### config.mk
export PLATFORM = sky130hd
export DESIGN_NAME = pll_rst_seq
export DESIGN_NICKNAME = d
export VERILOG_FILES = /design/src/rtl/pll_rst_seq_pkg.sv /design/src/rtl/sync_ff.sv /design/src/rtl/pll_rst_seq.sv
export SDC_FILE = /design/constraint.sdc
export NUM_CORES = 1
export LEC_CHECK = 0
export CORE_MARGIN = 10
export CORE_UTILIZATION = 30
export DETAILED_ROUTE_END_ITERATION = 8
export MAX_ROUTING_LAYER = met4
export SYNTH_ARGS = -nofsm -noshare
export SYNTH_HDL_FRONTEND = slang
export SYNTH_SLANG_ARGS = --single-unit
### constraint.sdc
create_clock -name clk -period 1.9 [get_ports clk]
set_input_delay 0.38 -clock clk [delete_from_list [all_inputs] [get_ports clk]]
set_output_delay 0.38 -clock clk [all_outputs]
set_load 0.005 [all_outputs]
### src/rtl/pll_rst_seq_pkg.sv
// Shared definitions for the CC_PLL reset/lock sequencer: state encodings and helpers.
package pll_rst_seq_pkg;

  localparam int STATE_W = 3;

  typedef enum logic [STATE_W-1:0] {
    ST_STDY_RST  = 3'd0,
    ST_WAIT_LOCK = 3'd1,
    ST_SETTLE    = 3'd2,
    ST_RUN       = 3'd3,
    ST_FAULT     = 3'd4
  } state_e;

  function automatic int max3(input int a, input int b, input int c);
    int m;
    m = (a > b) ? a : b;
    return (m > c) ? m : c;
  endfunction

endpackage

### src/rtl/sync_ff.sv
// Multi-flop synchronizer for a single asynchronous level input; clears to 0 on reset.
module sync_ff #(
  parameter int STAGES = 2
) (
  input  logic clk,
  input  logic rst,
  input  logic d,
  output logic q
);

  logic [STAGES-1:0] s;

  always_ff @(posedge clk) begin
    if (rst) s <= '0;
    else     s <= {s[STAGES-2:0], d};
  end

  assign q = s[STAGES-1];

endmodule

### src/rtl/pll_rst_seq.sv
// CC_PLL steady-lock reset pulse, lock wait with retry, settle timer and run-time lock monitor.
module pll_rst_seq
  import pll_rst_seq_pkg::*;
#(
  parameter int SYNC_STAGES   = 2,
  parameter int RST_PULSE     = 4,
  parameter int SETTLE_CYCLES = 16,
  parameter int LOCK_TIMEOUT  = 1024,
  parameter int MAX_RETRY     = 3
) (
  input  logic                           clk,
  input  logic                           rst,
  input  logic                           pll_locked,
  input  logic                           pll_locked_stdy,
  output logic                           pll_stdy_rst,
  output logic                           sys_rst,
  output logic                           ready,
  output logic                           fault,
  output logic                           relock,
  output logic [STATE_W-1:0]             state,
  output logic [$clog2(MAX_RETRY+1)-1:0] retry_cnt
);

  localparam int RW    = $clog2(MAX_RETRY + 1);
  localparam int CNT_W = $clog2(max3(RST_PULSE, SETTLE_CYCLES, LOCK_TIMEOUT) + 1);

  // Terminal values: a phase ends on the edge where its counter already holds N-1.
  localparam logic [CNT_W-1:0] PULSE_LAST   = CNT_W'(RST_PULSE - 1);
  localparam logic [CNT_W-1:0] SETTLE_LAST  = CNT_W'(SETTLE_CYCLES - 1);
  localparam logic [CNT_W-1:0] TIMEOUT_LAST = CNT_W'(LOCK_TIMEOUT - 1);
  localparam logic [RW-1:0]    RETRY_MAX    = RW'(MAX_RETRY);

  logic lk, st;

  sync_ff #(.STAGES(SYNC_STAGES)) u_sync_lk (
    .clk (clk), .rst (rst), .d (pll_locked),      .q (lk)
  );
  sync_ff #(.STAGES(SYNC_STAGES)) u_sync_st (
    .clk (clk), .rst (rst), .d (pll_locked_stdy), .q (st)
  );

  // One shared counter: each phase clears it on entry, so it times whichever phase is active.
  logic [STATE_W-1:0] state_q, state_d;
  logic [CNT_W-1:0]   cnt_q, cnt_d;
  logic [RW-1:0]      retry_q, retry_d, retry_inc;
  logic               relock_d;

  assign retry_inc = (retry_q == RETRY_MAX) ? retry_q : retry_q + 1'b1;

  always_comb begin
    state_d  = state_q;
    cnt_d    = cnt_q;
    retry_d  = retry_q;
    relock_d = 1'b0;
    case (state_q)
      ST_STDY_RST: begin
        if (cnt_q >= PULSE_LAST) begin
          state_d = ST_WAIT_LOCK;
          cnt_d   = '0;
        end else begin
          cnt_d = cnt_q + 1'b1;
        end
      end
      ST_WAIT_LOCK: begin
        // Lock takes priority over a timeout expiring on the same edge.
        if (lk) begin
          state_d = ST_SETTLE;
          cnt_d   = '0;
        end else if (cnt_q >= TIMEOUT_LAST) begin
          cnt_d   = '0;
          retry_d = retry_inc;
          state_d = (retry_inc == RETRY_MAX) ? ST_FAULT : ST_STDY_RST;
        end else begin
          cnt_d = cnt_q + 1'b1;
        end
      end
      ST_SETTLE: begin
        if (!lk) begin
          state_d = ST_WAIT_LOCK;
          cnt_d   = '0;
        end else if (cnt_q >= SETTLE_LAST) begin
          state_d = ST_RUN;
          cnt_d   = '0;
        end else begin
          cnt_d = cnt_q + 1'b1;
        end
      end
      ST_RUN: begin
        if (!st) begin
          state_d  = ST_STDY_RST;
          cnt_d    = '0;
          retry_d  = '0;
          relock_d = 1'b1;
        end
      end
      ST_FAULT: ;
      default: begin
        state_d = ST_STDY_RST;
        cnt_d   = '0;
      end
    endcase
  end

  // Outputs are registered decodes of the next state so they change on the transition edge.
  always_ff @(posedge clk) begin
    if (rst) begin
      state_q      <= ST_STDY_RST;
      cnt_q        <= '0;
      retry_q      <= '0;
      pll_stdy_rst <= 1'b1;
      sys_rst      <= 1'b1;
      ready        <= 1'b0;
      fault        <= 1'b0;
      relock       <= 1'b0;
    end else begin
      state_q      <= state_d;
      cnt_q        <= cnt_d;
      retry_q      <= retry_d;
      pll_stdy_rst <= (state_d == ST_STDY_RST);
      sys_rst      <= (state_d != ST_RUN);
      ready        <= (state_d == ST_RUN);
      fault        <= (state_d == ST_FAULT);
      relock       <= relock_d;
    end
  end

  assign state     = state_q;
  assign retry_cnt = retry_q;

endmodule

=== Word level (Yosys, flattened, before mapping) ===
Index checks and enable logic that the tools add are counted.

* Word-level logic and storage cells: 56
* Register bits: 25

* Equal/unequal tests: 12
* Add/subtract/negate cells: 2
* Reductions and logical operators: 6
* Bitwise logic cells: 2
* $lt $le $gt $ge: 3
* Muxes and demuxes: 21

{| class="wikitable"
|+ Operator list
! cell !! number
|-
| two-way mux 11 bit || 6
|-
| one-hot mux 11 bit (5 select lines) || 1
|-
| two-way mux 3 bit || 7
|-
| one-hot mux 3 bit (5 select lines) || 1
|-
| adder 11 x 1 -> 11 bit, second input constant || 1
|-
| greater-or-equal comparator 11 x 10 -> 1 bit, second input constant || 1
|-
| greater-or-equal comparator 11 x 2 -> 1 bit, second input constant || 1
|-
| greater-or-equal comparator 11 x 4 -> 1 bit, second input constant || 1
|-
| == test 3 x 2 -> 1 bit, second input constant || 3
|-
| two-way mux 2 bit || 4
|-
| == test 3 bit, second input constant || 2
|-
| zero test 3 bit || 2
|-
| inequality test 2 bit, second input constant || 3
|-
| == test 2 bit, second input constant || 2
|-
| one-hot mux 2 bit (2 select lines) || 1
|-
| AND reduction 4 bit || 1
|-
| == test 3 x 1 -> 1 bit, second input constant || 1
|-
| inequality test 3 x 2 -> 1 bit, second input constant || 1
|-
| adder 2 x 1 -> 2 bit, second input constant || 1
|-
| inverter 1 bit || 2
|-
| AND reduction 2 bit || 1
|-
| nonzero test 2 bit || 1
|-
| OR reduction 2 bit || 1
|-
| two-way mux 1 bit || 1
|}

=== Longest topological paths before layout ===
Gate-level depths: netlist (run 1).

* Word-level depth: 8
* Mapped depth: 7

=== By module ===
From an unflattened synthesis (run 1), not the netlist that was laid out.

* Cell total of the unflattened synthesis: 134
* Area, all modules: 1181.1 um^2

{| class="wikitable"
|+ Modules (own cells, without submodules)
! module !! area an instance (um^2) !! seq. area each (um^2) !! times used !! cells each
|-
| pll_rst_seq || 1076.0 || 420.4 || 1 || 126
|-
| sync_ff || 52.6 || 40.0 || 2 || 4
|}

=== Worst setup path before layout (run 1) ===
No wires, ideal clock.

* Path type: flip-flop to flip-flop
* From: register cnt_q[0]
* To: register cnt_q[6]
* Library setup time: 0.074 ns
* Path slack: 0.248 ns
* Period minus slack after synthesis: 1.652 ns
* Arrival: 1.578 ns
* Data required time: 1.826 ns
* Stages on the path, launching flop included: 8
* Cell sequence: dfxtp_1 > ha_1 > a21oi_1 > a22oi_1 > o32ai_4 > buf_8 > nand3_2 > a31oi_1

* Longest elaborated chain between the ends: 4
* Elaborated cells between the ends (all ways): 10
* Those cells by class: 1 x add/sub; 3 x order compare; 6 x mux

{| class="wikitable"
|+ RTL lines
! what !! line !! RTL
|-
| start: declaration || pll_rst_seq.sv:44 || <nowiki>logic [CNT_W-1:0] cnt_q, cnt_d;</nowiki>
|-
| start signal: assignment || pll_rst_seq.sv:117 || <nowiki>cnt_q <= cnt_d;</nowiki>
|-
| adder 11 x 1 -> 11 bit (tied with other cells) || pll_rst_seq.sv:61, pll_rst_seq.sv:74, pll_rst_seq.sv:85 ||
|-
| two-way mux 11 bit, on equally long branches || pll_rst_seq.sv:81, pll_rst_seq.sv:69 ||
|-
| two-way mux 11 bit, on equally long branches || pll_rst_seq.sv:78, pll_rst_seq.sv:66 ||
|-
| one-hot mux 11 bit (5 select lines) * || pll_rst_seq.sv:55 || <nowiki>case (state_q)</nowiki>
|}

Mark *: on every way between the ends. The rest lies on a longest branch, timed or not.
A chain may end at the register's enable or synchronous reset.

=== Worst setup path after layout (run 1) ===
* From: register state_q[1], in the netlist state[1]
* To: output state[1]

{| class="wikitable"
|+ RTL lines
! what !! line !! RTL
|-
| start: declaration || pll_rst_seq.sv:43 || <nowiki>logic [STATE_W-1:0] state_q, state_d;</nowiki>
|-
| start signal: assignment || pll_rst_seq.sv:116 || <nowiki>state_q <= state_d;</nowiki>
|-
| end: declaration || pll_rst_seq.sv:20 || <nowiki>output logic [STATE_W-1:0] state,</nowiki>
|}

No word-level cell between the ends.

==> results of run 1 <==
-- sequential cells by signal, indices dropped and copies added, names as in the netlist --
signal / cells
state: 3
u_sync_st.s: 2
retry_cnt: 2
pll_stdy_rst: 1
ready: 1
relock: 1
cnt_q: 11
fault: 1
sys_rst: 1
u_sync_lk.s: 2
-- synth_stat cells (all sizes together), types with 2 or more instances --
library cell   n  area share (%)
nor3           9             4.0
and3           3             1.7
a31oi          7             3.9
a21o           2             1.3
and2           5             2.8
o21ai          3             1.3
nor2b          6             3.3
a32o           2             1.8
nor4           2             1.1
nand4          2             1.1
dfxtp         25              44
buf            4             2.9
a22oi          3             2.0
nand3          5             2.6
a21oi          7             3.1
clkbuf         2            0.66
nand2         14             4.6
o211ai         2             1.3
mux2i          2             1.8
nor3b          2             1.3
nor2           8             2.6
-- critical path, cell delays in order (launching register included) --
cell                              delay (ns)
sky130_fd_sc_hd__dfxtp_2                0.44
sky130_fd_sc_hd__buf_4                  0.16
sky130_fd_sc_hd__clkdlybuf4s50_1        0.50
-- power groups by stage --
stage / combinational [uW] / clock (uW) / sequential [uW]
floorplan: 331 / 0 / 621
global placement: 465 / 0 / 629
detailed placement: 479 / 0 / 631
CTS: 480 / 320 / 620
global route: 548 / 341 / 631
finish: 481 / 308 / 621
-- area by class of cell --
cell class,count,area share (%)
tap,48,4.263
timing repair buffer,21,14.39
multi-input combinational,95,42.27
clock buffer,4,3.197
inverter,1,0.2664
sequential,25,35.61
-- per-stage QoR --
stage / hold WS, ns / instances
final: 0.4442 / 194
after global routing: 0.4586 / 194
after CTS: 0.4504 / 194
after detailed placement: 0.4305 / 190
after global placement: 0.4268 / 190
after floorplan: 0.4138 / 127
-- metal layers --
layer  GRT usage (%)  share of wire, %  up-vias
met5               -                 0        -
met4           2.076              0.89        0
met3           2.511               6.3        4
met2           12.56                45       26
met1           11.33                48      484
li1                -                 -      506
-- logic make-up after synthesis --
group | count (synthesis) | share of synthesized area [%]
xor+xnor | 2 | 1.542
mux | 2 | 1.762
flops | 25 | 44.05
simple gates | 59 | 27.53
compound gates | 31 | 20.15
buf+inv | 7 | 3.854
fa+ha+maj | 1 | 1.101
-- worst paths after layout --
kind	endpoint	slack, ns	depth (start not counted)
setup / recovery	state[1]	0.15	2
hold / removal	u_sync_st.s[1]	0.44	1
hold reg to reg	u_sync_st.s[1]	0.44	1
setup reg to reg	cnt_q[7]	0.16	7
-- repair_timing --
action / 4_1_cts / 5_1_grt
endpoints found under the setup margin: 1 / 3
pin swaps: 0 / 0
hold endpoints to repair: 0 / 0
gates resized for setup: 1 / 1
==> results.txt, run 1 <==
----------------------------------------------------
[Global route]
  Wire length of the first global-routing pass ... roughly 4600 um
  Largest net degree at the start of global routing ... 18
  Antenna violations before repair ... 0
  Congestion Overflow GR ... 0
  Vias in the first global route ... roughly 970
  Total routing usage reported by global routing ... under 10%

[Placed design]
  Half-perimeter wire length of the detailed placement result ... a little under 2000 um
  Placer Congestion ... between 0.8 and 0.9
  Post-Place Worst Slack ... around 0.15 ns
  Input/output buffers ... 13
  Dpl cell area ... roughly 0.0014 sq mm

[Floorplan]
  I/O pins ... 14
  DIE HEIGHT ... ~80 um
  Initial Utilization ... 31.03%
  DIE AREA ... ~0.0066 sq mm
  Core Box Area ... ~0.0037 sq mm
  Row Count ... 22
  Floorplan die width ... roughly 82 um

[STA]
  Total setup violations reported at the end of the flow ... 0
  Relative slew slack ... around three quarters
  Post-route fraction of the period consumed by the critical path ... between 90 and 100%
  Fin. Hold Viols ... 0
  Final-layout setup total negative slack ... 0 ns
  Worst-case clock skew ... 0.003160 ns
  Max-slew violation count ... 0
  Fin crit period ... between 1.5 and 2 ns
  Maximum achievable frequency ... around 570 MHz
  Fin worst setup slack ... ~0.15 ns
  Transition time at the pin with the least slew margin ... ~0.38 ns

[Critical path]
  Origin of the critical flop-to-flop path ... cnt_q[1]
  Peak fanout along the critical path ... 11
  Startpoint type of the worst setup path ... register
  Data arrival at the endpoint of the critical path ... about 1.4 ns
  Critical path endpoint category ... output pin
  CP Data Required Time ... 1.52 ns
  Crit. Startpoint ... state[1]
  Crit path kind ... reg -> out

[Clocking]
  Number of buffers inserted by post-CTS setup repair ... 0
  CTS HTree Levels ... 1
  Clock tree from TritonCTS ... done
  Number of hold buffers added after CTS ... 0
  Clock Tree Root ... sky130_fd_sc_hd__clkbuf_8
  Worst skew pair latency ... roughly 0.26 ns
  Clock-pin slew on the worst setup and hold paths ... about 0.080 ns
  Sink count of the clock tree ... 25
  Buffer depth of the longest clock path ... 2
  Number of clock buffers inserted by TritonCTS ... 3

[Cells and area]
  Layout filler cell count ... around 390
  Diodes inserted ... 0
  Design Area, Final ... 0.001409 sq mm
  Final net count ... about 150
  Share of layout cells above drive strength 1 ... 11.64%
  P&R area growth vs syn ... 24.01%
  Footprint of the flip-flops and latches ... approximately 500 sq um
  Multi-input logic area ... 595.6 sq um
  Most frequent standard cell in the layout excluding fill and tap cells ... sky130_fd_sc_hd__dfxtp_1
  Final Util ... about 38%
  Commonest non-fill, non-tap cells in the layout ... 24 x sky130_fd_sc_hd__dfxtp_1, 14 x sky130_fd_sc_hd__nand2_1, 13 x sky130_fd_sc_hd__clkdlybuf4s50_1

[Synthesis]
  Post-synthesis average cell area ... roughly 8.9 sq um
  Area of the mapped netlist ... between 0.001 and 0.0015 sq mm
  Synthesized net count ... roughly 130
  Synth Flop Type ... sky130_fd_sc_hd__dfxtp_1
  Flip-flop and latch count after synthesis ... 25
  Number of distinct library cell variants in the gate-level netlist after synthesis ... 36
  Cells after synthesis ... roughly 130
  Sequential share of the synthesized area ... ~44%
  Number of flops mapped to enable cells by yosys ... 0
  Count of synthesis-stage warnings from yosys ... 0
  Fraction of registers with async set/reset ... 0%

[Power]
  Comb power frac ... between 30% and 40%
  Peak supply drop ... 0.4786 mV
  Clock Power Share ... between 20% and 30%
  Sw Ratio ... 31.46%
  Total Power Consumption ... between 1000 and 1500 uW
  Internal power contribution ... roughly 970 uW
  Switching power total ... between 400 and 500 uW
  Leak Pwr ... about 0.00055 uW
  Power density relative to cell area ... about 1000 mW/mm^2
  Sequential share of power ... about 44%

[Min path]
  Hold Crit Start ... u_sync_st.s[0]
  Min-delay worst type ... reg -> reg

[Drt]
  Routed wire length ... approximately 2600 um
  Per-cell via count in the routed design ... approximately 5.3
  Total number of vias ... between 1000 and 1500
  Detailed-route wire length per cell ... 13.34 um
  DRC violations left ... 0
  Initial drt markers ... 64
  Number of nets with antenna violations after routing ... 0
  Iteration count of the initial detailed-routing pass ... 4

[Run status]
  Status ... finished, final reports clean

[Flow run]
  Total of max-cap violations ... 0

----------------------------------------------------
Power figures use the tool's default switching activity.
==> inputs of run 2 (changes only) <==
CAP_MARGIN = 20   (was unset)
RECOVER_POWER = 50   (was unset)
==> results.txt, run 2 (synthesized netlist as in run 1, its figures left out) <==
----------------------------------------------------
[Placed design]
  Placer Congestion ... 0.8544 (unchanged)
  Input/output buffers ... 13 (unchanged)
  Dpl cell area ... 0.001359 sq mm (unchanged)
  Total instance count after detailed placement ... 190 (unchanged)
  Half-perimeter wire length of the detailed placement result ... 1942 um (unchanged)

[Drt]
  DRC violations left ... 0 (unchanged)
  Routed wire length ... 2570 um (was 2587 um)
  Detailed-route wire length per cell ... 13.25 um (was 13.34 um)
  Initial drt markers ... 65 (was 64)
  Per-cell via count in the routed design ... 5.216 (was 5.258)
  Total number of vias ... 1012 (was 1020)
  Iteration count of the initial detailed-routing pass ... 4 (unchanged)
  Number of nets with antenna violations after routing ... 0 (unchanged)

[STA]
  Total setup violations reported at the end of the flow ... 0 (unchanged)
  Worst-case clock skew ... 0.002229 ns (was 0.003160 ns)
  Max-slew violation count ... 0 (unchanged)
  Transition time at the pin with the least slew margin ... 0.7785 ns (was 0.3814 ns)
  Fin. Hold Viols ... 0 (unchanged)
  Worst slack on hold paths ... 0.4434 ns (was 0.4442 ns)
  Relative slew slack ... 48.10% (was 74.38%)
  Maximum achievable frequency ... 570.0 MHz (was 572.2 MHz)
  Post-route fraction of the period consumed by the critical path ... 92.34% (was 91.97%)
  Fin crit period ... 1.754 ns (was 1.748 ns)

[Critical path]
  Worst reg2reg endpoint ... cnt_q[7] (unchanged)
  Startpoint type of the worst setup path ... input port (was register)
  Crit path kind ... in -> reg (was reg -> out)
  Worst setup slack for register-to-register paths ... 0.16 ns (about the same)
  Peak fanout along the critical path ... 17 (was 11)
  Data arrival at the endpoint of the critical path ... 1.92 ns (was 1.37 ns)
  Origin of the critical flop-to-flop path ... cnt_q[1] (unchanged)
  Critical path endpoint category ... register (was output pin)
  Cell at the slowest stage of the critical path ... sky130_fd_sc_hd__clkbuf_1 (was sky130_fd_sc_hd__clkdlybuf4s50_1)
  Crit-path max cell delay ... 0.60 ns (was 0.50 ns)
  Number of cells on the worst reg-to-reg path ... 7 (unchanged)
  Buffers and inverters on the worst path ... 2 (unchanged)
  Critical path cell sequence ... dlygate4sd3_1, clkbuf_1, nor3_1, and2_1 (was buf_4, clkdlybuf4s50_1)
  CP Data Required Time ... 2.07 ns (was 1.52 ns)
  Delay-heaviest family, CP ... buffers and inverters (unchanged)

[Power]
  Peak supply drop ... 0.4772 mV (was 0.4786 mV)
  Leak Pwr ... 0.0005593 uW (was 0.0005537 uW)
  Power density relative to cell area ... 996.4 mW/mm^2 (was 1001 mW/mm^2)

[Clocking]
  Number of clock buffers inserted by TritonCTS ... 3 (unchanged)
  CTS HTree Levels ... 1 (unchanged)
  Number of hold buffers added after CTS ... 0 (unchanged)
  Clock Tree Root ... sky130_fd_sc_hd__clkbuf_8 (unchanged)
  Clock-pin slew on the worst setup and hold paths ... 0.08 ns (about the same)
  Sink count of the clock tree ... 25 (unchanged)
  Clock tree from TritonCTS ... done (unchanged)
  Worst skew pair latency ... 0.26 ns (about the same)
  Buffer depth of the longest clock path ... 2 (unchanged)

[Floorplan]
  DIE AREA ... 0.006649 sq mm (unchanged)
  Initial Utilization ... 31.03% (unchanged)
  DIE HEIGHT ... 81.54 um (unchanged)
  Floorplan die width ... 81.54 um (unchanged)
  Core Box Area ... 0.003661 sq mm (unchanged)
  I/O pins ... 14 (unchanged)
  Row Count ... 22 (unchanged)

[Min path]
  Min-delay worst type ... reg -> reg (unchanged)
  Hold path cells ... 1 (unchanged)
  Hold Crit Start ... u_sync_st.s[0] (unchanged)
  Worst Hold Endpoint ... u_sync_st.s[1] (unchanged)

[Cells and area]
  Design Area, Final ... 0.001401 sq mm (was 0.001409 sq mm)
  Share of layout cells above drive strength 1 ... 10.27% (was 11.64%)
  P&R area growth vs syn ... 23.35% (was 24.01%)
  Final Util ... 38.28% (was 38.48%)
  Commonest non-fill, non-tap cells in the layout ... 24 x sky130_fd_sc_hd__dfxtp_1, 14 x sky130_fd_sc_hd__nand2_1, 9 x sky130_fd_sc_hd__nor3_1 (was 24 x sky130_fd_sc_hd__dfxtp_1, 14 x sky130_fd_sc_hd__nand2_1, 13 x sky130_fd_sc_hd__clkdlybuf4s50_1)
  Diodes inserted ... 0 (unchanged)
  Largest register by flop count ... cnt_q (unchanged)
  Final net count ... 152 (unchanged)
  Post-route non-filler standard cell count ... 194 (unchanged)
  Most frequent standard cell in the layout excluding fill and tap cells ... sky130_fd_sc_hd__dfxtp_1 (unchanged)
  Largest register FFs ... 11 (unchanged)

[Global route]
  Wire length of the first global-routing pass ... 4567 um (unchanged)
  Total routing usage reported by global routing ... 8.600% (unchanged)
  Vias in the first global route ... 974 (unchanged)
  Antenna violations before repair ... 0 (unchanged)
  Largest net degree at the start of global routing ... 18 (unchanged)
  Congestion Overflow GR ... 0 (unchanged)

[Flow run]
  Total of max-cap violations ... 0 (unchanged)

[Run status]
  Status ... finished, final reports clean (unchanged)

----------------------------------------------------
## run 2: cell count changes in the layout (fill, tap and decap cells not counted), sizes merged
cell           change
clkbuf             +2
dlygate4sd3        +8
buf                -2
clkdlybuf4s50      -8
## run 2: final cells by class
cell class / instances / area, sq um
clock buffer: 4 / 45.04
fill: 387 / 2260
inverter: 1 / 3.754
multi-input combinational: 95 / 595.6
sequential: 25 / 501.7
tap: 48 / 60.06
timing repair buffer: 21 / 195.2
## run 2: worst reg2reg max path, delay by kind of cell, from the launching register on
| kind | cells | cell delay, ns |
|---|---|---|
| flops | 1 | 0.35 |
| fa+ha+maj | 1 | 0.23 |
| buf+inv | 1 | 0.18 |
| simple gates | 1 | 0.06 |
| compound gates | 4 | 0.84 |
## run 2: power breakdown
part | internal [uW] | switching [uW]
clock network | 150 | 157
registers | 571 | 49.7
logic | 235 | 234
## run 2: worst max-delay path by stage
stage	endpoint	slack, ns	cells after the start	from
after CTS	cnt_q[7]	0.13	7	cnt_q[1]
after global routing	cnt_q[7]	-0.002	7	cnt_q[1]
after detailed placement	cnt_q[7]	0.15	7	cnt_q[1]
final	ready	0.15	4	rst
after floorplan	cnt_q[6]	0.25	7	cnt_q[0]
after global placement	cnt_q[7]	0.20	7	cnt_q[1]
## run 2: through the flow
| step | total power [uW] | TNS (ns) | worst slack (ns) |
|---|---|---|---|
| final | 1396 | 0 | 0.1456 |
| after global routing | 1509 | -0.001565 | -0.001565 |
| after CTS | 1420 | 0 | 0.1268 |
| after detailed placement | 1110 | 0 | 0.1486 |
| after global placement | 1094 | 0 | 0.2040 |
| after floorplan | 951.8 | 0 | 0.2477 |
## run 2: repair_timing
item / CTS / global route
endpoints found under the setup margin: 1 / 3
buffers inserted: 0 / 0
gates resized for setup: 1 / 1
## run 2: per-layer routing
layer / part of all wire [%] / track usage [%] / up-vias
li1: - / - / 505
met2: 45 / 12.56 / 28
met1: 48 / 11.33 / 475
met5: 0 / - / -
met3: 7.0 / 2.511 / 4
met4: 0.89 / 2.076 / 0
==> inputs of run 3 (changes only) <==
SLEW_MARGIN = 15   (was unset)
==> results of run 3 <==
Same layout as run 2: the final DEF is identical, and so are final timing and power.
==> patch: new RTL, flow settings as in run 1 <==
`SETTLE_CYCLES`: 16 -> 32.
--- a/src/rtl/pll_rst_seq.sv
+++ b/src/rtl/pll_rst_seq.sv
@@ -6,3 +6,3 @@
   parameter int RST_PULSE     = 4,
-  parameter int SETTLE_CYCLES = 16,
+  parameter int SETTLE_CYCLES = 32,
   parameter int LOCK_TIMEOUT  = 1024,
Behaviour: no difference found for any inputs over 10 cycles, from zero or initial values and one cycle with rst high; that may be too few to reach the edited logic, so the function may still have changed.
==> patch against run 1 <==
  * Utilization grew 1.7 points
  * Sequential cell count is the same
  * Register-to-register slack lost 60 ps
  * Worst setup slack lost 51 ps
  * Largest cell class unchanged
  * Final cell count grew 8.2%
  * Largest power group unchanged
  * Clock power grew 4%
  * Wire length grew 0.89%
  * Area after synthesis grew 1.3%
  * Design area grew 5.2%
  * Power shrank 0.29%
  * Critical endpoint is now retry_cnt[0]
  * Critical path depth grew 3
==> patch: results (changes against run 1) <==
- Crit-path most repeated cell: a21oi_1
- P_int: 0.946 mW (-2.2%)
- Minimum clock period after layout: 1800 ps (+50.9 ps)
- Asr flop ratio synth: 0 (unchanged)
- Peak supply drop: 0.000574 V (+20%)
- Leak Pwr: 0.568 nW (+2.5%)
- Worst reg2reg startpoint: cnt_q[9]
- Kind of capture point of the worst setup path: flip-flop
- Synth cell types: 35 (-2.8%)
- Critical path fanouts, max: 4 (-7)
- Number of nets in the final layout: 168 (+11%)
- Post-cts gate resize count: 0 (-1)
- Register area share after synthesis: 0.435 (-0.00575)
- Worst hold path class: reg -> reg
- Post-CTS Setup Inserts: 0 (unchanged)
- Count of hold buffers inserted by post-cts repair: 0 (unchanged)
- Vias in the first global route: 971 (-0.31%)
- Clock transition at the registers of the reported paths: 90 ps
- Average cell area after synthesis: 8.46 sq um (-5.4%)
- Largest net degree at the start of global routing: 23 (+5)
- Crit-path slowest cell: or4_1
- Clock Skew: 5.45 ps (+2.29 ps)
- Top cells by area in the synthesized netlist: dfxtp_1 43%, a21oi_1 6.5%, nand2_1 4.9%, nor2b_1 4.9%, nor3_1 4.3%
- R2R setup slack: 100 ps (-60 ps)
- Kind of start point of the critical path: flip-flop
- Most common library cells after synthesis: 25 x dfxtp_1, 15 x a21oi_1, 15 x nand2_1
- Antenna fix cells: 0 (unchanged)
- Wire length of the first global-routing pass: 4410 um (-3.5%)
- Count of routing violations after the opening detailed-route iteration: 44 (-31%)
- Detailed placement HPWL: 1960 um (+1.1%)
- Count of synthesis-stage warnings from yosys: 0 (unchanged)
- Run status: completed
- Top delay family on crit path: compound AO/OA/AOI/OAI gates
- Antenna violations before repair: 0 (unchanged)
- Critical register-to-register path endpoint: retry_cnt[0]
- First-pass iteration count of the detailed router: 4 (unchanged)
- Largest register FFs: 11 (unchanged)
- Vias/cell: 5.04 (-4.1%)
- Post-placement setup slack: 38.9 ps (-110 ps)
- Arrival time at the worst endpoint: 2010 ps (+640 ps)
- Total routing resource utilization after global routing: 0.0850 (-0.00102)
- Max incr delay on CP: 470 ps (-30 ps)
- DRT Wirelength: 2610 um (+0.89%)
- Placement-stage cell area: 1430 sq um (+5.0%)
- Fraction of final layout cells sized beyond drive strength 1: 0.148 (+0.0317)
- Actual slew at the worst max-slew pin: 494 ps (+113 ps)
- Placed Cells incl. Taps: 206 (+8.4%)
- Routability Congestion: 0.820 (-4.0%)
- Vias post-DR: 1059 (+3.8%)
- Count of cells along the worst register-to-register path: 5 (-2)
==> patch: cell types whose count changed in the layout (fill, tap and decap cells not counted), sizes merged, moves of 3 or more <==
cell / delta
a21oi: +8
a22oi: -3
a31oi: -4
and2: -3
buf: +6
nand3: -3
nor2b: +3
o21ai: +3
xor2: +3
==> patch: how the worst min path moves through the flow <==
stage	from	to	slack, ps	cells after the start
6_report	u_sync_lk.s[0]	u_sync_lk.s[1]	440	1
5_1_grt	u_sync_lk.s[0]	u_sync_lk.s[1]	470	1
4_1_cts	u_sync_lk.s[0]	u_sync_lk.s[1]	450	1
3_5_place_dp	u_sync_lk.s[0]	u_sync_lk.s[1]	440	1
3_3_place_gp	u_sync_st.s[0]	u_sync_st.s[1]	420	1
2_1_floorplan	u_sync_lk.s[0]	u_sync_lk.s[1]	410	1
==> patch: cell families after synthesis <==
kind of cell | count (synthesis) | synth area share
simple gates | 61 | 0.277
buf+inv | 6 | 0.0206
flops | 25 | 0.435
fa+ha+maj | 1 | 0.0109
compound gates | 38 | 0.218
xor+xnor | 5 | 0.0380
==> patch: worst reg2reg max path, cell delays in order (launching register included) <==
cell and delay [ps]:
dfxtp_1 400, nand3_1 160, o41ai_4 450, a21oi_1 130, or4_1 470, a21oi_1 130
==> patch: power by group through the flow <==
stage,Combinational [mW],Sequential (mW),Clock (mW)
final,0.482,0.605,0.319
after global placement,0.477,0.613,0
after global routing,0.553,0.615,0.361
after detailed placement,0.480,0.614,0
after floorplan,0.248,0.629,0
after CTS,0.483,0.602,0.338
==> patch: final cells by class <==
| class | instances | area, sq um |
|---|---|---|
| tap | 48 | 60.1 |
| multi-input combinational | 105 | 631 |
| timing repair buffer | 27 | 235 |
| inverter | 1 | 3.75 |
| clock inverter | 1 | 7.51 |
| sequential | 25 | 503 |
| fill | 377 | 2210 |
| clock buffer | 3 | 41.3 |
==> patch: routing by layer <==
| layer | vias to the layer above | track usage | routed length [um] |
|---|---|---|---|
| met3 | 2 | 0.0262 | 171 |
| met5 | - | - | 0 |
| met1 | 490 | 0.0971 | 1200 |
| li1 | 545 | - | - |
| met4 | 0 | 0.0187 | 8 |
| met2 | 22 | 0.143 | 1230 |
